File: src/rtl/counter_arbiter.sv
// Shared up-counter arbitrated round-robin among NREQ requesters.
// The winner's run length is latched at grant; the counter clears, then
// counts up to that length, and the owner receives a single-cycle done pulse.
// An owner releasing its request mid-run aborts without a done pulse.
module counter_arbiter #(
  parameter int NREQ = 4,
  parameter int CW   = 4
) (
  input  logic              clk,
  input  logic              reset,
  input  logic [NREQ-1:0]   req,
  input  logic [NREQ*CW-1:0] len,
  output logic [NREQ-1:0]   grant,
  output logic [NREQ-1:0]   done,
  output logic [CW-1:0]     count,
  output logic              busy
);

  localparam int IW = (NREQ > 1) ? $clog2(NREQ) : 1;

  typedef enum logic [1:0] {IDLE, CLEAR, RUN, DONE} state_t;

  state_t          state, state_next;
  logic [IW-1:0]   ptr, ptr_next;
  logic [IW-1:0]   owner, owner_next;
  logic [CW-1:0]   target, target_next;
  logic [CW-1:0]   count_next, count_inc;
  logic [NREQ-1:0] grant_next, done_next;
  logic            busy_next;
  logic            owner_req;

  logic [CW-1:0]   len_arr [NREQ];
  logic            found;
  logic [IW-1:0]   win;
  logic [CW-1:0]   win_len;
  int unsigned     cand;
  logic [IW-1:0]   cand_idx;

  for (genvar g = 0; g < NREQ; g++) begin : g_len
    assign len_arr[g] = len[g*CW +: CW];
  end

  assign owner_req = req[owner];
  assign count_inc = count + CW'(1);

  // Round-robin search: first requester at or after ptr+1, wrapping.
  always_comb begin
    found    = 1'b0;
    win      = ptr;
    win_len  = '0;
    cand     = 0;
    cand_idx = '0;
    for (int unsigned i = 1; i <= NREQ; i++) begin
      cand     = (32'(ptr) + i) % NREQ;
      cand_idx = IW'(cand);
      if (!found && req[cand_idx]) begin
        found   = 1'b1;
        win     = cand_idx;
        win_len = len_arr[cand_idx];
      end
    end
  end

  // Next-state and next-output decode.
  always_comb begin
    state_next  = state;
    ptr_next    = ptr;
    owner_next  = owner;
    target_next = target;
    count_next  = count;
    grant_next  = grant;
    done_next   = '0;
    unique case (state)
      IDLE: begin
        grant_next = '0;
        if (found) begin
          state_next       = CLEAR;
          owner_next       = win;
          target_next      = win_len;
          grant_next[win]  = 1'b1;
        end
      end
      CLEAR: begin
        if (!owner_req) begin
          state_next = IDLE;
          grant_next = '0;
          ptr_next   = owner;
        end else begin
          count_next = '0;
          if (target == '0) begin
            state_next = DONE;
            done_next  = grant;
          end else begin
            state_next = RUN;
          end
        end
      end
      RUN: begin
        if (!owner_req) begin
          state_next = IDLE;
          grant_next = '0;
          ptr_next   = owner;
        end else begin
          count_next = count_inc;
          if (count_inc == target) begin
            state_next = DONE;
            done_next  = grant;
          end
        end
      end
      DONE: begin
        state_next = IDLE;
        grant_next = '0;
        ptr_next   = owner;
      end
    endcase
    busy_next = (state_next != IDLE);
  end

  // State and registered outputs; reset overrides every transition.
  always_ff @(posedge clk) begin
    if (reset) begin
      state  <= IDLE;
      ptr    <= IW'(NREQ - 1);
      owner  <= '0;
      target <= '0;
      count  <= '0;
      grant  <= '0;
      done   <= '0;
      busy   <= 1'b0;
    end else begin
      state  <= state_next;
      ptr    <= ptr_next;
      owner  <= owner_next;
      target <= target_next;
      count  <= count_next;
      grant  <= grant_next;
      done   <= done_next;
      busy   <= busy_next;
    end
  end

endmodule

File: config.mk
export PLATFORM = sky130hd
export DESIGN_NAME = counter_arbiter
export DESIGN_NICKNAME = d
export VERILOG_FILES = /design/src/rtl/counter_arbiter.sv
export SDC_FILE = /design/constraint.sdc
export NUM_CORES = 1
export LEC_CHECK = 0
export CAP_MARGIN = 20
export CORE_MARGIN = 3
export CORE_UTILIZATION = 45
export DETAILED_ROUTE_END_ITERATION = 12
export GPL_TIMING_DRIVEN = 1
export PLACE_DENSITY = 0.84
export SLEW_MARGIN = 20
export SYNTH_ARGS = -nofsm -noshare
export SYNTH_HDL_FRONTEND = slang
export SYNTH_SLANG_ARGS = --single-unit
File: constraint.sdc
create_clock -name clk -period 1.78 [get_ports clk]
set_input_delay 0.445 -clock clk [delete_from_list [all_inputs] [get_ports clk]]
set_output_delay 0.445 -clock clk [all_outputs]
set_load 0.02 [all_outputs]
==> results, run 1 <==
- The flow ran to the end, and the final reports show no timing, DRC or antenna violations.
- The analysis attributes to cell leakage a power of roughly 1 nW.
- Of the post-synthesis cell area, the part taken by muxes is 0.1651.
- The period utilization is 0.9835.
- The arrival time of data at the critical path endpoint is just under 2000 ps.
- The post-detailed-route count of antenna-violating nets is 0.
- The antenna cell count is 0.
- The worst-path cell with the longest stage delay is sky130_fd_sc_hd__or4_4.
- Walking the worst path, the cells encountered are inv_2 -> ha_4 -> nand2_1 -> o22a_1 -> or4_4 -> a21oi_4 -> and2_1.
- The H-tree level count is 1.
- In this run the register-to-register setup slack is 30 ps.
- The logic depth of the worst register-to-register path is 7.
- For the worst-skew pair, the clock arrives at the later sink with an insertion delay of between 200 and 300 ps.
- At the pin with the least slew margin, the transition time is 421.4 ps.
- After synthesis the netlist holds a flip-flop and latch count of 23.
- The startpoint of the worst setup timing path is state[0].
- The initial utilization of the core area, before any placement, comes to 0.4868.
- The endpoint of the worst register-to-register path is done[2].
- The final core utilization is 0.6677.
- The HPWL after detailed placement is 3.501 mm.
- The fraction of layout instances using a drive strength above 1 is 0.2390.
- The maximum vdd ir drop is 0.7523 mV.
- Of the total synthesized cell area, the portion taken by full adders, half adders and majority gates is 0.03383.
- The final setup slack of the worst path is 29.31 ps.
- The synthesis-to-layout area growth is 37.14%.
- At the end of routability-driven placement, the weighted congestion stood at approximately 0.91.
- In this run the count of I/O pins placed on the die edge is 35.
- By area, the combinational part of the netlist is dominated by simple AND/OR/NAND/NOR gates.
- The clock passes through at most 2 buffers.
- The share of the yosys chip area belonging to registers is 0.2490.
- The clock sink count is 23.
- In the final design database the tool counted 300 nets.
- The critical path is of the reg -> reg type.
- The number of standard-cell rows in the floorplan is 22.
- Of the total synthesized cell area, the portion taken by XOR and XNOR cells is 0.02842.
- The total track usage is 0.1933.
- In this run the vertical extent of the chip is 70.11 µm.
- The number of synthesized flops with an enable pin is 0.
- Of all nets on the critical path, the largest fanout is 4.
- The number of buffers created by CTS is 3.
- The path type of the worst min-delay path is reg -> reg.
- The number of vias per cell is 5.825.
- The number of violations reported at the end of detailed-routing iteration 0 is 192.
- The root buffer cell chosen for the clock tree is sky130_fd_sc_hd__clkbuf_8.
- The worst-case setup slack after placement is -702.6 ps.
- Setup total negative slack on the finished layout was measured at 0 ps.
- TritonCTS built the clock tree.
- The via count of the first global-routing pass came to 1848.
- The critical path required time is 1990 ps.
- Of the total synthesized cell area, the portion taken by AND, OR, NAND and NOR gates is 0.2388.
- The worst setup path endpoint is done[2].
- The core region area is 3799 µm².
- The max-slew violation count is 0.
- In the final routed layout, each cell accounts on average for around 15 µm.
- The cell count after synthesis came out at 219.
- The worst setup path is captured at a register.
- The Yosys step of the flow raised 0 warnings.
- The clock-pin slew reported for the worst setup and hold paths after clock tree synthesis is 80 ps.
- Setup violations remaining at the end of the flow were counted as 0.
- The smallest clock period supported by the final layout is computed as 1751 ps.
- In the synthesized netlist the async set-or-reset flop fraction comes to 0.
- The synthesized-area fraction occupied by ao, oa, aoi and oai cells is 0.2327.
- The wire length of the first global-routing pass is 8.162 mm.
- Synthesis instantiated 53 different standard cells from the library.
- The worst-case clock skew is 2.753 ps.
- Port buffering added 34 buffers.
- In this run the critical register-to-register path is launched from state[0].
- The final number of hold-violating endpoints was 0.
- The number of antenna violations at the first check in global routing is 0.
- In the layout the commonest cells are sky130_fd_sc_hd__buf_4, sky130_fd_sc_hd__clkdlybuf4s50_1, sky130_fd_sc_hd__dfxtp_1, sky130_fd_sc_hd__nand2_1.
- Summing over every cut layer, the via total after detailed routing is 1864.
- A synthesized cell averages 8.444 µm².
- The total power per unit cell area is 1212 nW/µm².
- The floorplan step defined a die boundary enclosing ~5000 µm².
- The hold buffer count at CTS is 0.
- The number of optimization iterations in the first detailed-route pass is 5.
- The routed design has 4.799 mm of wire.
- Buffers added to address setup during post-CTS repair amount to 0.
- Setup repair after global routing could not meet its margin everywhere.
- The post-synth net total is 246.
- The category of the worst setup path launch point is a register.
- The max-capacitance violation count is 0.
- In the routed design, unresolved DRC markers number 0.
- In the synthesized netlist the dominant register cell turns out to be sky130_fd_sc_hd__dfxtp_1.
- The summed instance area of the synthesized netlist is 1849 µm².
- Entering global routing, the biggest net connects 22 pins.
- The fmax is 571.2 MHz.
- For this run, the slowest stage of the critical path takes about 530 ps.
- The relative slew slack is 0.7176.
- Global routing finished with a remaining overflow of 0.
- The library cell used most frequently in the layout, excluding fill and tap cells, is sky130_fd_sc_hd__buf_4.
- The horizontal die dimension is 70.11 µm.
- The number of cells traversed by the worst hold path is 2.
-- per-stage QoR --
stage,total power [mW],hold slack (ps),cells,cell area (µm²)
floorplan,2.054,503.4,219,1853
global placement,2.571,461.9,316,2419
detailed placement,2.618,461.9,316,2419
CTS,2.988,478.6,320,2499
global route,3.318,509.6,320,2536
finish,3.074,473.0,320,2536
-- registers in the layout, summed over array words and instances (netlist names) --
register / cells
count: 4
done: 4
grant: 4
target: 4
owner: 2
ptr: 2
state: 2
busy: 1
-- cells by family (layout without fill, tap and decap cells) --
| logic type | after synthesis | in the layout |
|---|---|---|
| DFF | 23 | 23 |
| adders and majority gates | 5 | 5 |
| and+or+nand+nor | 79 | 79 |
| xor gates and xnor gates | 6 | 6 |
| buffers and inverters | 18 | 71 |
| AOI/OAI and AO/OA | 62 | 62 |
| muxes | 26 | 26 |
-- worst min-delay path by stage --
stage / start / end / slack (ps)
2_1_floorplan: owner[1] / ptr[1] / 500
3_3_place_gp: grant[1] / grant[1] / 460
3_5_place_dp: grant[3] / grant[3] / 460
4_1_cts: grant[3] / grant[3] / 480
5_1_grt: grant[2] / grant[2] / 510
6_report: grant[3] / grant[3] / 470
-- metal layers --
metal  share of wire  GRT usage  wire length, µm
met3           0.063    0.03885              304
met5               0          0                0
met4           0.013    0.05106               60
met1            0.46     0.2605             2215
met2            0.46     0.3137             2218
-- worst max-delay path: cells and delay by family, from the launching register on --
kind / cells / cell delay (ps)
flops: 1 / 320
buf+inv: 1 / 80
simple gates: 3 / 720
fa+ha+maj: 1 / 140
compound gates: 2 / 430
-- power breakdown --
| group | internal [mW] | leakage [nW] | switching (mW) |
|---|---|---|---|
| clock | 0.160 | 0.0228 | 0.154 |
| sequential | 0.655 | 0.189 | 0.163 |
| combinational | 0.985 | 0.800 | 0.958 |
| total | 1.80 | 1.01 | 1.28 |
-- synthesized netlist by cell type (2+ instances only) --
library cell / number / area share
sky130_fd_sc_hd__dfxtp_1: 23 / 0.25
sky130_fd_sc_hd__nand2_1: 17 / 0.035
sky130_fd_sc_hd__o21ai_0: 16 / 0.043
sky130_fd_sc_hd__nor2_1: 15 / 0.030
sky130_fd_sc_hd__mux2_1: 10 / 0.061
sky130_fd_sc_hd__a21oi_1: 9 / 0.024
sky130_fd_sc_hd__clkbuf_1: 8 / 0.016
sky130_fd_sc_hd__mux2i_1: 8 / 0.043
sky130_fd_sc_hd__nor3b_1: 8 / 0.032
sky130_fd_sc_hd__mux2_2: 6 / 0.037
sky130_fd_sc_hd__nand2b_1: 6 / 0.020
sky130_fd_sc_hd__nor2b_1: 6 / 0.020
sky130_fd_sc_hd__and2_1: 5 / 0.017
sky130_fd_sc_hd__ha_1: 5 / 0.034
sky130_fd_sc_hd__a2111oi_0: 4 / 0.019
sky130_fd_sc_hd__a211oi_1: 4 / 0.016
sky130_fd_sc_hd__a32oi_1: 4 / 0.019
sky130_fd_sc_hd__and3b_1: 4 / 0.019
sky130_fd_sc_hd__nor3_1: 4 / 0.011
sky130_fd_sc_hd__o22ai_1: 4 / 0.014
sky130_fd_sc_hd__o32ai_1: 4 / 0.019
sky130_fd_sc_hd__xnor2_1: 4 / 0.019
sky130_fd_sc_hd__buf_6: 3 / 0.018
sky130_fd_sc_hd__inv_1: 3 / 0.0061
sky130_fd_sc_hd__a211o_1: 2 / 0.0095
sky130_fd_sc_hd__buf_2: 2 / 0.0054
sky130_fd_sc_hd__mux4_2: 2 / 0.024
sky130_fd_sc_hd__nand3_1: 2 / 0.0054
sky130_fd_sc_hd__nand4_1: 2 / 0.0068
sky130_fd_sc_hd__nand4b_1: 2 / 0.0095
sky130_fd_sc_hd__nor4_1: 2 / 0.0068
sky130_fd_sc_hd__o21a_1: 2 / 0.0081
sky130_fd_sc_hd__o21ai_1: 2 / 0.0054
sky130_fd_sc_hd__xor2_1: 2 / 0.0095
-- layout make-up --
class / instances / area (µm²)
fillers: 310 / 1262
repair buffers: 64 / 586.8
multi-input cells: 178 / 1368
inverters: 3 / 11.26
clock buffers: 4 / 45.04
well taps: 48 / 60.06
flip-flops and latches: 23 / 465.4
-- repair_timing --
item | 4_1_cts | 5_1_grt
setup endpoints to repair | 24 | 16
pin swaps | 1 | 8
gates resized for setup | 20 | 17
Power figures use the tool's default switching activity.
==> run 2: changes to the inputs <==
CELL_PAD_IN_SITES_DETAIL_PLACEMENT = 0   (was not set)
CELL_PAD_IN_SITES_GLOBAL_PLACEMENT = 1   (was not set)
CORE_UTILIZATION = 35   (was 45)
PLACE_DENSITY = 0.87   (was 0.84)
SKIP_LAST_GASP = 1   (was not set)
==> run 2 against run 1 <==
  * The flow now finishes with violations (setup timing)
  * Largest cell class unchanged
  * Die area rose by 26%
  * Via count rose by 3.7%
  * Clock skew rose by 1.8 ps
  * Non-clock buffer count rose by 17
  * Utilization fell by 9.1 points
  * Final area rose by 12%
  * Final cell count rose by 11%
  * Sequential power fell by 0.9%
  * Combinational power rose by 23%
  * Power rose by 14%
  * Clock power rose by 5%
  * Global-route usage fell by 2.6 points
==> results, run 2 (same netlist as run 1, synthesis figures left out) <==
- For the worst flop-to-flop path, the logic depth is 6.
- The relative slew slack is 0.6751.
- The library cells used most frequently in the layout, excluding fill and tap cells, are sky130_fd_sc_hd__buf_4, sky130_fd_sc_hd__clkdlybuf4s50_1, sky130_fd_sc_hd__dfxtp_1, sky130_fd_sc_hd__nand2_1, sky130_fd_sc_hd__o21ai_0.
- The clock network latency to the later pin of the worst-skew pair is roughly 270 ps.
- The path type of the worst min-delay path is reg -> reg.
- The most critical setup path has its startpoint at ptr[0].
- The critical path ends at target[2].
- In this run the critical register-to-register path is launched from ptr[0].
- The number of vias per cell is 5.430.
- Traced cell by cell, the critical path runs through buf_12 -> buf_8 -> buf_4 -> mux4_2 -> a211oi_2 -> o32ai_2.
- The most frequent standard cell in the layout excluding fill and tap cells is sky130_fd_sc_hd__buf_4.
- For this run, the slowest stage of the critical path takes between 500 and 600 ps.
- Setup repair after global routing could not meet its margin everywhere.
- The antenna cell count is 0.
- Input and output buffers added on the ports amount to 34.
- The fmax is 561.7 MHz.
- The H-tree level count is 1.
- The weighted congestion reported at the end of routability-driven placement is 0.8945.
- Dividing the detail-routed wire length by the instance count gives about 15 µm.
- The run finished, with violations left.
- The total wire length after detailed routing is approximately 5.3 mm.
- The first global-routing pass estimated 8.556 mm of wire.
- The leakage power summed over all cells is 1.112 nW.
- The clock-pin slew reported for the worst setup and hold paths after clock tree synthesis is approximately 80 ps.
- The critical path is of the reg -> reg type.
- The endpoint identified for the worst register-to-register timing path is target[2].
- Entering global routing, the biggest net connects 22 pins.
- For this run, design rule violations remaining after detail routing come to 0.
- Counting every sink on the clock net gives 23.
- The minimum period implied by the final worst setup slack is 1780 ps.
- Setup total negative slack on the finished layout was measured at -0.4472 ps.
- The cell count after placement is 344.
- TritonCTS built the clock tree.
- The horizontal die dimension is between 70 and 80 µm.
- The worst register-to-register path has a setup slack of -0.4 ps.
- For this design, the CTS-stage hold fixing added 0 buffers.
- Of the available clock period, the critical path in the final layout requires 1.000.
- After the last flow step, the layout net total stands at roughly 320.
- The fraction of layout instances using a drive strength above 1 is 0.3495.
- Data arrives at the worst endpoint at 1930 ps.
- The number of optimization iterations in the first detailed-route pass is 4.
- Fill cells in the final layout number about 450.
- The number of antenna violations at the first check in global routing came to 0.
- The checks that failed: setup timing.
- The largest individual stage delay along the critical path comes from the cell sky130_fd_sc_hd__mux4_2.
- Summed over all layers, the global routing overflow is 0.
- The final number of hold-violating endpoints was 0.
- The max-slew violation count is 0.
- The number of buffers created by CTS is 3.
- The synthesis-to-layout area growth is 53.04%.
- The number of violations reported at the end of detailed-routing iteration 0 is 99.
- The maximum vdd ir drop is between 0.7 and 0.8 mV.
- The worst-case clock skew is 4.556 ps.
- Setup violations remaining at the end of the flow were counted as 1.
- The I/O pin total is 35.
- The starting density of the core is 0.3766.
- The cell at the root of the clock tree is sky130_fd_sc_hd__clkbuf_8.
- Detailed routing inserted a total of 1933 vias.
- STA classifies the critical path endpoint as a register.
- The total track usage is 0.1669.
- After floorplanning, the core was divided into 25 placement rows.
- The total area inside the core boundary comes to 4911 µm².
- The count of nets left with antenna violations once routing finished came out at 0.
- The vertical die dimension is 78.69 µm.
- For this run, the number of standard cells in the final layout without fillers is 356.
- The die covers 6192 µm².
- Of all nets on the critical path, the largest fanout is 8.
- At the worst endpoint, the required time is 1930 ps.
- Power spread over the standard cell area amounts to roughly 1200 nW/µm².
- The total half-perimeter wirelength after legalization and detailed placement is 3.734 mm.
- The via count of the first global-routing pass is approximately 1900.
- Max-cap violations in this run came to 0.
- The worst setup path is launched from a register.
- The longest clock path from root to sink contains 2 buffers.
- The final setup slack of the worst path is -0.4472 ps.
- For the pin with the worst max-slew slack, the measured transition is 486.8 ps.
## run 2: cell count changes in the layout (fill, tap and decap cells not counted), moves of 2 or more
| cell | change |
|---|---|
| sky130_fd_sc_hd__buf_4 | +12 |
| sky130_fd_sc_hd__a2111oi_2 | -3 |
| sky130_fd_sc_hd__nor2_1 | -3 |
| sky130_fd_sc_hd__nor3b_1 | -2 |
| sky130_fd_sc_hd__nor2_2 | +3 |
| sky130_fd_sc_hd__o21ai_1 | +2 |
| sky130_fd_sc_hd__a2111oi_4 | +4 |
| sky130_fd_sc_hd__mux2_1 | -2 |
| sky130_fd_sc_hd__buf_6 | +4 |
| sky130_fd_sc_hd__a211oi_1 | -3 |
| sky130_fd_sc_hd__o21ai_0 | -2 |
| sky130_fd_sc_hd__a211oi_2 | +3 |
## run 2: metal layers
| metal | wire length [µm] | track usage | share of wire |
|---|---|---|---|
| met3 | 188 | 0.02494 | 0.035 |
| met1 | 2589 | 0.2315 | 0.49 |
| met4 | 71 | 0.04545 | 0.013 |
| met5 | 0 | 0 | 0 |
| met2 | 2469 | 0.2691 | 0.46 |
## run 2: where the power goes
| part | internal, mW | total [mW] | switching, mW |
|---|---|---|---|
| clock network | 0.157 | 0.329 | 0.173 |
| registers | 0.657 | 0.811 | 0.154 |
| logic | 1.24 | 2.38 | 1.14 |
| total | 2.05 | 3.52 | 1.46 |
## run 2: area by class of cell
class                   instances  area, µm²  area share
multi-input cells             178       1495      0.5283
repair buffers                 81      726.9      0.2569
flip-flops and latches         23      466.7      0.1649
well taps                      67      83.83     0.02962
clock buffers                   3      41.29     0.01459
inverters                       3      11.26    0.003979
clock inverters                 1      5.005    0.001768
## run 2: worst min path at each step
stage / startpoint / end / slack, ps / cells past startpoint
6_report: grant[0] / grant[0] / 480 / 2
5_1_grt: grant[1] / grant[1] / 500 / 2
4_1_cts: grant[3] / grant[3] / 480 / 2
3_5_place_dp: grant[3] / grant[3] / 460 / 2
3_3_place_gp: grant[3] / grant[3] / 460 / 2
2_1_floorplan: owner[1] / ptr[1] / 500 / 1
## run 2: what timing repair did
action,in CTS,in global routing
setup buffers,0,9
gates cloned,0,0
gates resized for setup,21,53
pin swaps,1,19
endpoints found under the hold margin,0,0
endpoints found under the setup margin,25,15
## run 2: worst max-delay path, delay by kind of cell (launching register included)
family	cells	cell delay, ps
AOI/OAI and AO/OA	2	400
buffers and inverters	3	340
muxes	1	580
DFF	1	340
## run 2: per-stage QoR
stage / utilization / setup slack [ps] / area, µm² / hold slack (ps) / power, mW
after floorplan: - / 1.187 / 1853 / 503.4 / 2.054
after global placement: 0.5111 / -640.9 / 2510 / 458.3 / 2.654
after detailed placement: 0.5111 / -668.1 / 2510 / 461.5 / 2.690
after CTS: 0.5264 / -0.1372 / 2585 / 477.4 / 3.055
after global routing: 0.5763 / -102.2 / 2830 / 504.3 / 3.762
final: 0.5763 / -0.4472 / 2830 / 475.2 / 3.519
==> run 3: changes to the inputs <==
SLEW_MARGIN = 0   (was 20)
==> results of run 3 <==
No change in the layout: final DEF, timing and power equal those of run 2.
